[src/rtl/flex_pts_serializer.sv]
// flex_pts_serializer: parallel-to-serial shifter with per-bit hold time, stall, done pulse; optional even parity via FLEX_PTS_PARITY_EN
// Ports: clk, rst (sync, active-high), load_valid/load_ready/parallel_in (word handshake),
//        shift_enable (advance enable), serial_out (registered), busy, done (one-cycle pulse).
module flex_pts_serializer #(
  parameter int NUM_BITS     = 8,
  parameter bit SHIFT_MSB    = 1'b1,
  parameter int CLKS_PER_BIT = 4,
  parameter bit IDLE_LEVEL   = 1'b1
) (
  input  logic                clk,
  input  logic                rst,
  input  logic                load_valid,
  output logic                load_ready,
  input  logic [NUM_BITS-1:0] parallel_in,
  input  logic                shift_enable,
  output logic                serial_out,
  output logic                busy,
  output logic                done
);
  localparam int BW = $clog2(NUM_BITS);
  localparam int PW = CLKS_PER_BIT > 1 ? $clog2(CLKS_PER_BIT) : 1;
`ifdef FLEX_PTS_PARITY_EN
  typedef enum logic [1:0] {IDLE, SHIFT, PARITY} state_t;
  logic par_q, par_d;
`else
  typedef enum logic {IDLE, SHIFT} state_t;
`endif
  state_t state_q, state_d;
  logic [NUM_BITS-1:0] sr_q, sr_d;
  logic [BW-1:0] bcnt_q, bcnt_d;
  logic [PW-1:0] pcnt_q, pcnt_d;
  logic so_q, so_d, done_q, done_d;
  logic accept, tick, last_bit;
  function automatic logic first_bit(input logic [NUM_BITS-1:0] x);
    return SHIFT_MSB ? x[NUM_BITS-1] : x[0];
  endfunction
  function automatic logic [NUM_BITS-1:0] shifted(input logic [NUM_BITS-1:0] x);
    return SHIFT_MSB ? {x[NUM_BITS-2:0], IDLE_LEVEL} : {IDLE_LEVEL, x[NUM_BITS-1:1]};
  endfunction
  assign accept   = load_valid && load_ready;
  assign tick     = shift_enable && pcnt_q == PW'(CLKS_PER_BIT - 1);
  assign last_bit = bcnt_q == BW'(NUM_BITS - 1);
  always_ff @(posedge clk) begin
    if (rst) state_q <= IDLE;
    else state_q <= state_d;
  end
  always_comb begin
    state_d = state_q;
    if (state_q == IDLE && accept) state_d = SHIFT;
`ifdef FLEX_PTS_PARITY_EN
    if (state_q == SHIFT && tick && last_bit) state_d = PARITY;
    if (state_q == PARITY && tick) state_d = IDLE;
`else
    if (state_q == SHIFT && tick && last_bit) state_d = IDLE;
`endif
  end
  always_comb begin
    busy       = state_q != IDLE;
    load_ready = state_q == IDLE && !rst;
  end
  assign serial_out = so_q;
  assign done       = done_q;
  // The shift register holds only the bits not yet driven: the first bit goes
  // straight to serial_out on accept, so each advance pops the next one.
  always_comb begin
    sr_d   = sr_q;
    bcnt_d = bcnt_q;
    pcnt_d = pcnt_q;
    so_d   = so_q;
    done_d = 1'b0;
`ifdef FLEX_PTS_PARITY_EN
    par_d  = par_q;
`endif
    if (state_q != IDLE && shift_enable) pcnt_d = tick ? '0 : pcnt_q + PW'(1);
    if (accept) begin
      sr_d   = shifted(parallel_in);
      so_d   = first_bit(parallel_in);
      bcnt_d = '0;
      pcnt_d = '0;
`ifdef FLEX_PTS_PARITY_EN
      par_d  = ^parallel_in;
`endif
    end else if (state_q == SHIFT && tick && !last_bit) begin
      sr_d   = shifted(sr_q);
      so_d   = first_bit(sr_q);
      bcnt_d = bcnt_q + BW'(1);
    end else if (state_q == SHIFT && tick) begin
`ifdef FLEX_PTS_PARITY_EN
      so_d   = par_q;
`else
      so_d   = IDLE_LEVEL;
      done_d = 1'b1;
`endif
    end
`ifdef FLEX_PTS_PARITY_EN
    else if (state_q == PARITY && tick) begin
      so_d   = IDLE_LEVEL;
      done_d = 1'b1;
    end
`endif
  end
  always_ff @(posedge clk) begin
    if (rst) begin
      sr_q   <= {NUM_BITS{IDLE_LEVEL}};
      bcnt_q <= '0;
      pcnt_q <= '0;
      so_q   <= IDLE_LEVEL;
      done_q <= 1'b0;
`ifdef FLEX_PTS_PARITY_EN
      par_q  <= 1'b0;
`endif
    end else begin
      sr_q   <= sr_d;
      bcnt_q <= bcnt_d;
      pcnt_q <= pcnt_d;
      so_q   <= so_d;
      done_q <= done_d;
`ifdef FLEX_PTS_PARITY_EN
      par_q  <= par_d;
`endif
    end
  end
endmodule

[config.mk]
export PLATFORM = sky130hd
export DESIGN_NAME = flex_pts_serializer
export DESIGN_NICKNAME = d
export VERILOG_FILES = /design/src/rtl/flex_pts_serializer.sv
export SDC_FILE = /design/constraint.sdc
export NUM_CORES = 1
export LEC_CHECK = 0
export BUFFER_PORTS_ARGS = -buffer_cell sky130_fd_sc_hd__buf_2
export CORE_MARGIN = 2
export CORE_UTILIZATION = 46
export CTS_BUF_LIST = sky130_fd_sc_hd__clkbuf_8 sky130_fd_sc_hd__clkbuf_16
export CTS_CLUSTER_DIAMETER = 80
export DETAILED_ROUTE_END_ITERATION = 12
export HOLD_SLACK_MARGIN = 0.08
export PLACE_DENSITY = 0.72
export SLEW_MARGIN = 20
export SYNTH_ARGS = -nofsm -noshare
export SYNTH_HDL_FRONTEND = slang
export SYNTH_SLANG_ARGS = --single-unit
[constraint.sdc]
create_clock -name clk -period 1.5 [get_ports clk]
set_input_delay 0.3 -clock clk [delete_from_list [all_inputs] [get_ports clk]]
set_output_delay 0.3 -clock clk [all_outputs]
set_load 0.01 [all_outputs]
Word level (Yosys, flattened, before mapping). Cells that the tools add are included.

Output and inout bits: 4. Register bits after elaboration: 15.

Reduce and logical (&&, ||, !) cells: 15. Equality and inequality tests: 2. Bitwise logic cells: 1. Add/sub/neg operators: 2. Muxes and demuxes: 7.

Operator list (count): two-way mux 8 bit (2); logical AND 1 bit (8); two-way mux 1 bit (4); OR reduction 2 bit (2); adder 3 x 1 -> 3 bit, second input constant (1); equality test 3 bit, second input constant (1); nonzero test 3 bit (1); OR reduction 3 bit (1); adder 2 x 1 -> 2 bit, second input constant (1); equality test 2 bit, second input constant (1); logical NOT 1 bit (2); two-way mux 2 bit (1); nonzero test 2 bit (1); NOT 1 bit (1).

Depth between registers and ports, before layout.
Word-level depth: 6. Mapped depth: 7. Depth with buffers taken out: 5.

Least setup slack after synthesis. OpenSTA, ideal clock, no wires.

Kind: register to register. Start point: register bcnt_q[0]. End point: register sr_q[5]. Arrival time: 1.379 ns. Path buffers: 2. Setup slack: -0.014 ns. Clock period less this slack: 1.514 ns. Stages on the path, launching flop included: 8. Cell sequence: dfxtp_1 > ha_1 > ha_1 > and4b_1 > buf_4 > buf_6 > nor4_1 > a221oi_2.

Word-level cells in the longest chain between the ends: 4.

RTL lines: start, declared (RTL line 30) `logic [BW-1:0] bcnt_q, bcnt_d;`; start signal, assigned (RTL line 114) `bcnt_q <= bcnt_d;`; equality test 3 bit (RTL line 42) `assign last_bit = bcnt_q == BW'(NUM_BITS - 1);`; logical NOT 1 bit (RTL line 83) `end else if (state_q == SHIFT && tick && !last_bit) begin`; logical AND 1 bit (RTL line 83); nonzero test 2 bit (no source line); end signal, assigned (RTL line 104) `sr_q <= {NUM_BITS{IDLE_LEVEL}};`; end signal, assigned (RTL line 113) `sr_q <= sr_d;`; end, declared (RTL line 29) `logic [NUM_BITS-1:0] sr_q, sr_d;`.

No other way between the ends. A chain may end at the register's enable or synchronous reset.

Final worst setup path.
Start point: register bcnt_q[0]. End point: register bcnt_q[2].

Word-level cells in the longest chain between the ends: 3. Elaborated cells on any way between the ends: 4. Classes of those cells: add/sub (1); eq/ne (1); reduce/logical (2).

RTL lines: parallel branches: the longest is 3 deep, another holds adder 3 x 1 -> 3 bit.

Several ways; the timed one is not identified.

==> impl_results.md <==
- Post-synth EDFFs: 0
- HPWL Detailed: just under 900 um
- P&R area growth vs syn: 41.6%
- Layout fillers: about 110
- Syn Std Cell Area: approximately 740 um2
- Synth cell count leaders: dfxtp_1 (15), nor2_1 (11), nor3_1 (9)
- Failing checks: negative setup slack
- Post-Route Utilization: 0.696
- R2R cell count: 6
- Die Span Y: ~44 um
- Hold Path End: serial_out$_SDFFE_PP1P_
- Vias: about 660
- Endpoints failing setup: 2
- RSZ-0062 raised after global routing: true
- Avg WL per Cell: 13.7 um
- CP startpoint kind: register
- Synth area leader: dfxtp_1
- Clk_skew: 0.00272 ns
- CTS H-tree depth: 1
- Leakage power: 0.405 nW
- TritonCTS clock tree: built
- Synth Flop Type: dfxtp_1
- Status: finished with violations
- Post-synthesis sequential area ratio: 0.405
- P per Cell Area: just over 800 nW/um2
- TritonCTS Buffers: 3
- R2r setup slk: -0.01 ns
- Max Slew Vio Count: 0
- DRT Pass-1 Iters: 4
- Min-delay src: parallel_in[7]
- CP required: ~1.6 ns
- Peak supply drop: 0.519 mV
- Initial antenna violation count: 0
- GRT overflow: 0
- Post-route DRC: 0
- Yosys reg bits: 15
- Syn_area_per_cell: between 9 and 10 um2
- Clk pin slew, worst setup/hold paths: roughly 0.060 ns
- CTS root buffer: clkbuf_8
- Crit path from: bcnt_q[0]$_SDFFE_PP0P_
- Rel. slew slack: 0.644
- Placed inst area: 840 um2
- Hold path depth: 3
- Dpl ws: -0.0127 ns
- First-pass GRT wire length: 2690 um
- Fin area: 1050 um2
- Vias in the first global route: 621
- Final Hold Violating Endpoints: 0
- Period utilization: 1.01
- Tightest Pin Transition: about 0.53 ns
- Yosys warns: 0
- Design Power: between 0.0008 and 0.0009 W
- Core Area: 1510 um2
- Pin count of the biggest net entering global routing: 29
- Post-CTS Hold Buffers: 0
- FFs w/ async S/R, synth: 0
- Clk_lat worst skew: 0.24 ns
- Critical Path Sink Type: register
- Library cells used by synthesis: 25
- Post-route antenna net violation count: 0
- Hold/Removal Path Class: input pin to register
- Worst r2r dst: bcnt_q[2]$_SDFFE_PP0P_
- Clock sink total: 15
- RD Place Congestion: 0.722
- Tmin final: 1.51 ns
- Syn_nets: 95
- Top area cells in the synthesized netlist: dfxtp_1 (41%), nor3_1 (6.1%), nor2_1 (5.6%), ha_1 (5.1%), nor4_1 (5.1%)
- I/O pin count: 16
- Overall routing resource usage: 0.184
- CTS max path bufs: 2
- FP Rows: 14
- Initial core utilization: 0.492
- Fraction of layout cells with a size suffix above 1: 0.465
- Final setup margin: -0.0147 ns
- Achievable frequency: 0.660 GHz
- Post-synth top area share: 0.405
- Arrival time at the worst endpoint: between 1.5 and 2 ns
- Reg-to-reg critical path startpoint: bcnt_q[0]$_SDFFE_PP0P_
- Post-synthesis cell count: 80
- WS Path Type: register to register
- Top-count cell post-synth: dfxtp_1
- Via/cell ratio: 5.72
- Die X-Extent: 44.1 um
- Die area: 1950 um2
- Drt total wl: 1570 um
- Drt initial violations: 16
- Final net count: about 120
- MaxCap Viol Count: 0
- Port Buf Inserts: 15
- Worst Path Max Fanout: 7
- ANT cells: 0
[cells in the final DEF (no fill, tap or decap), drive strengths merged, types with 2 or more instances in the layout]
cell     n
a21oi    3
nor4     6
a221oi   6
nor3    10
nor3b    3
dfxtp   15
mux2i    2
clkbuf   4
buf     22
nor2b    3
ha       3
nor2    11
[layout make-up]
class / count / area (um2) / area share
Multi-Input combinational cell: 57 / 495 / 0.473
Timing Repair Buffer: 23 / 185 / 0.177
Sequential cell: 15 / 303 / 0.289
Clock buffer: 3 / 41.3 / 0.0394
Tap cell: 16 / 20.0 / 0.0191
Clock inverter: 1 / 3.75 / 0.00358
[power by group]
part           leakage, nW  internal [W]  switching, W
registers            0.124      0.000416     0.0000153
logic                0.254     0.0000491     0.0000585
clock network       0.0269      0.000181      0.000132
total                0.405      0.000646      0.000206
[flip-flops by register name, indices dropped and copies added (netlist names)]
register / cells
busy: 1
serial_out: 1
pcnt_q: 2
bcnt_q: 3
done: 1
sr_q: 7
[metrics by stage]
stage / cells / setup TNS [ns] / hold WS (ns)
final: 115 / -0.0214 / 0.271
after global routing: 115 / -0.257 / 0.293
after CTS: 114 / -0.0305 / 0.270
after detailed placement: 107 / -0.0310 / 0.516
after global placement: 107 / 0 / 0.498
after floorplan: 80 / -0.0277 / 0.423
[kinds of logic after synthesis]
group / share of synthesized area
simple gates: 0.275
flops: 0.405
compound gates: 0.145
buf+inv: 0.0692
mux: 0.0422
fa+ha+maj: 0.0507
xor+xnor: 0.0118
[critical path, cell delays in order, from the launching register on]
cell and delay [ns]:
dfxtp_2 0.33, ha_4 0.16, ha_4 0.15, and4b_2 0.35
buf_12 0.15, mux2i_1 0.18, nor3_1 0.06
[repair_timing]
action | 4_1_cts | 5_1_grt
setup endpoints to repair | 4 | 10
pin swaps | 2 | 2
setup buffers | 2 | 1
resized for setup | 15 | 8
gates cloned | 1 | 0
[per-layer routing]
layer  vias up  part of all wire  GRT usage
met5         -                 0          0
met4         0                 0     0.0545
met3         0             0.030     0.0367
met2        11              0.49      0.315
met1       308              0.48      0.234
li1        339                 -          -
[how the worst max path moves through the flow]
stage               slack (ns)                      to  depth (start not counted)
finish                   -0.01  bcnt_q[2]$_SDFFE_PP0P_                          6
CTS                      -0.02  bcnt_q[2]$_SDFFE_PP0P_                          6
global placement          0.02  bcnt_q[2]$_SDFFE_PP0P_                          6
global route             -0.06  bcnt_q[1]$_SDFFE_PP0P_                          6
floorplan                -0.01    sr_q[5]$_SDFFE_PP1P_                          7
detailed placement       -0.01    sr_q[4]$_SDFFE_PP1P_                          6
(Power assumes the default switching activity.)
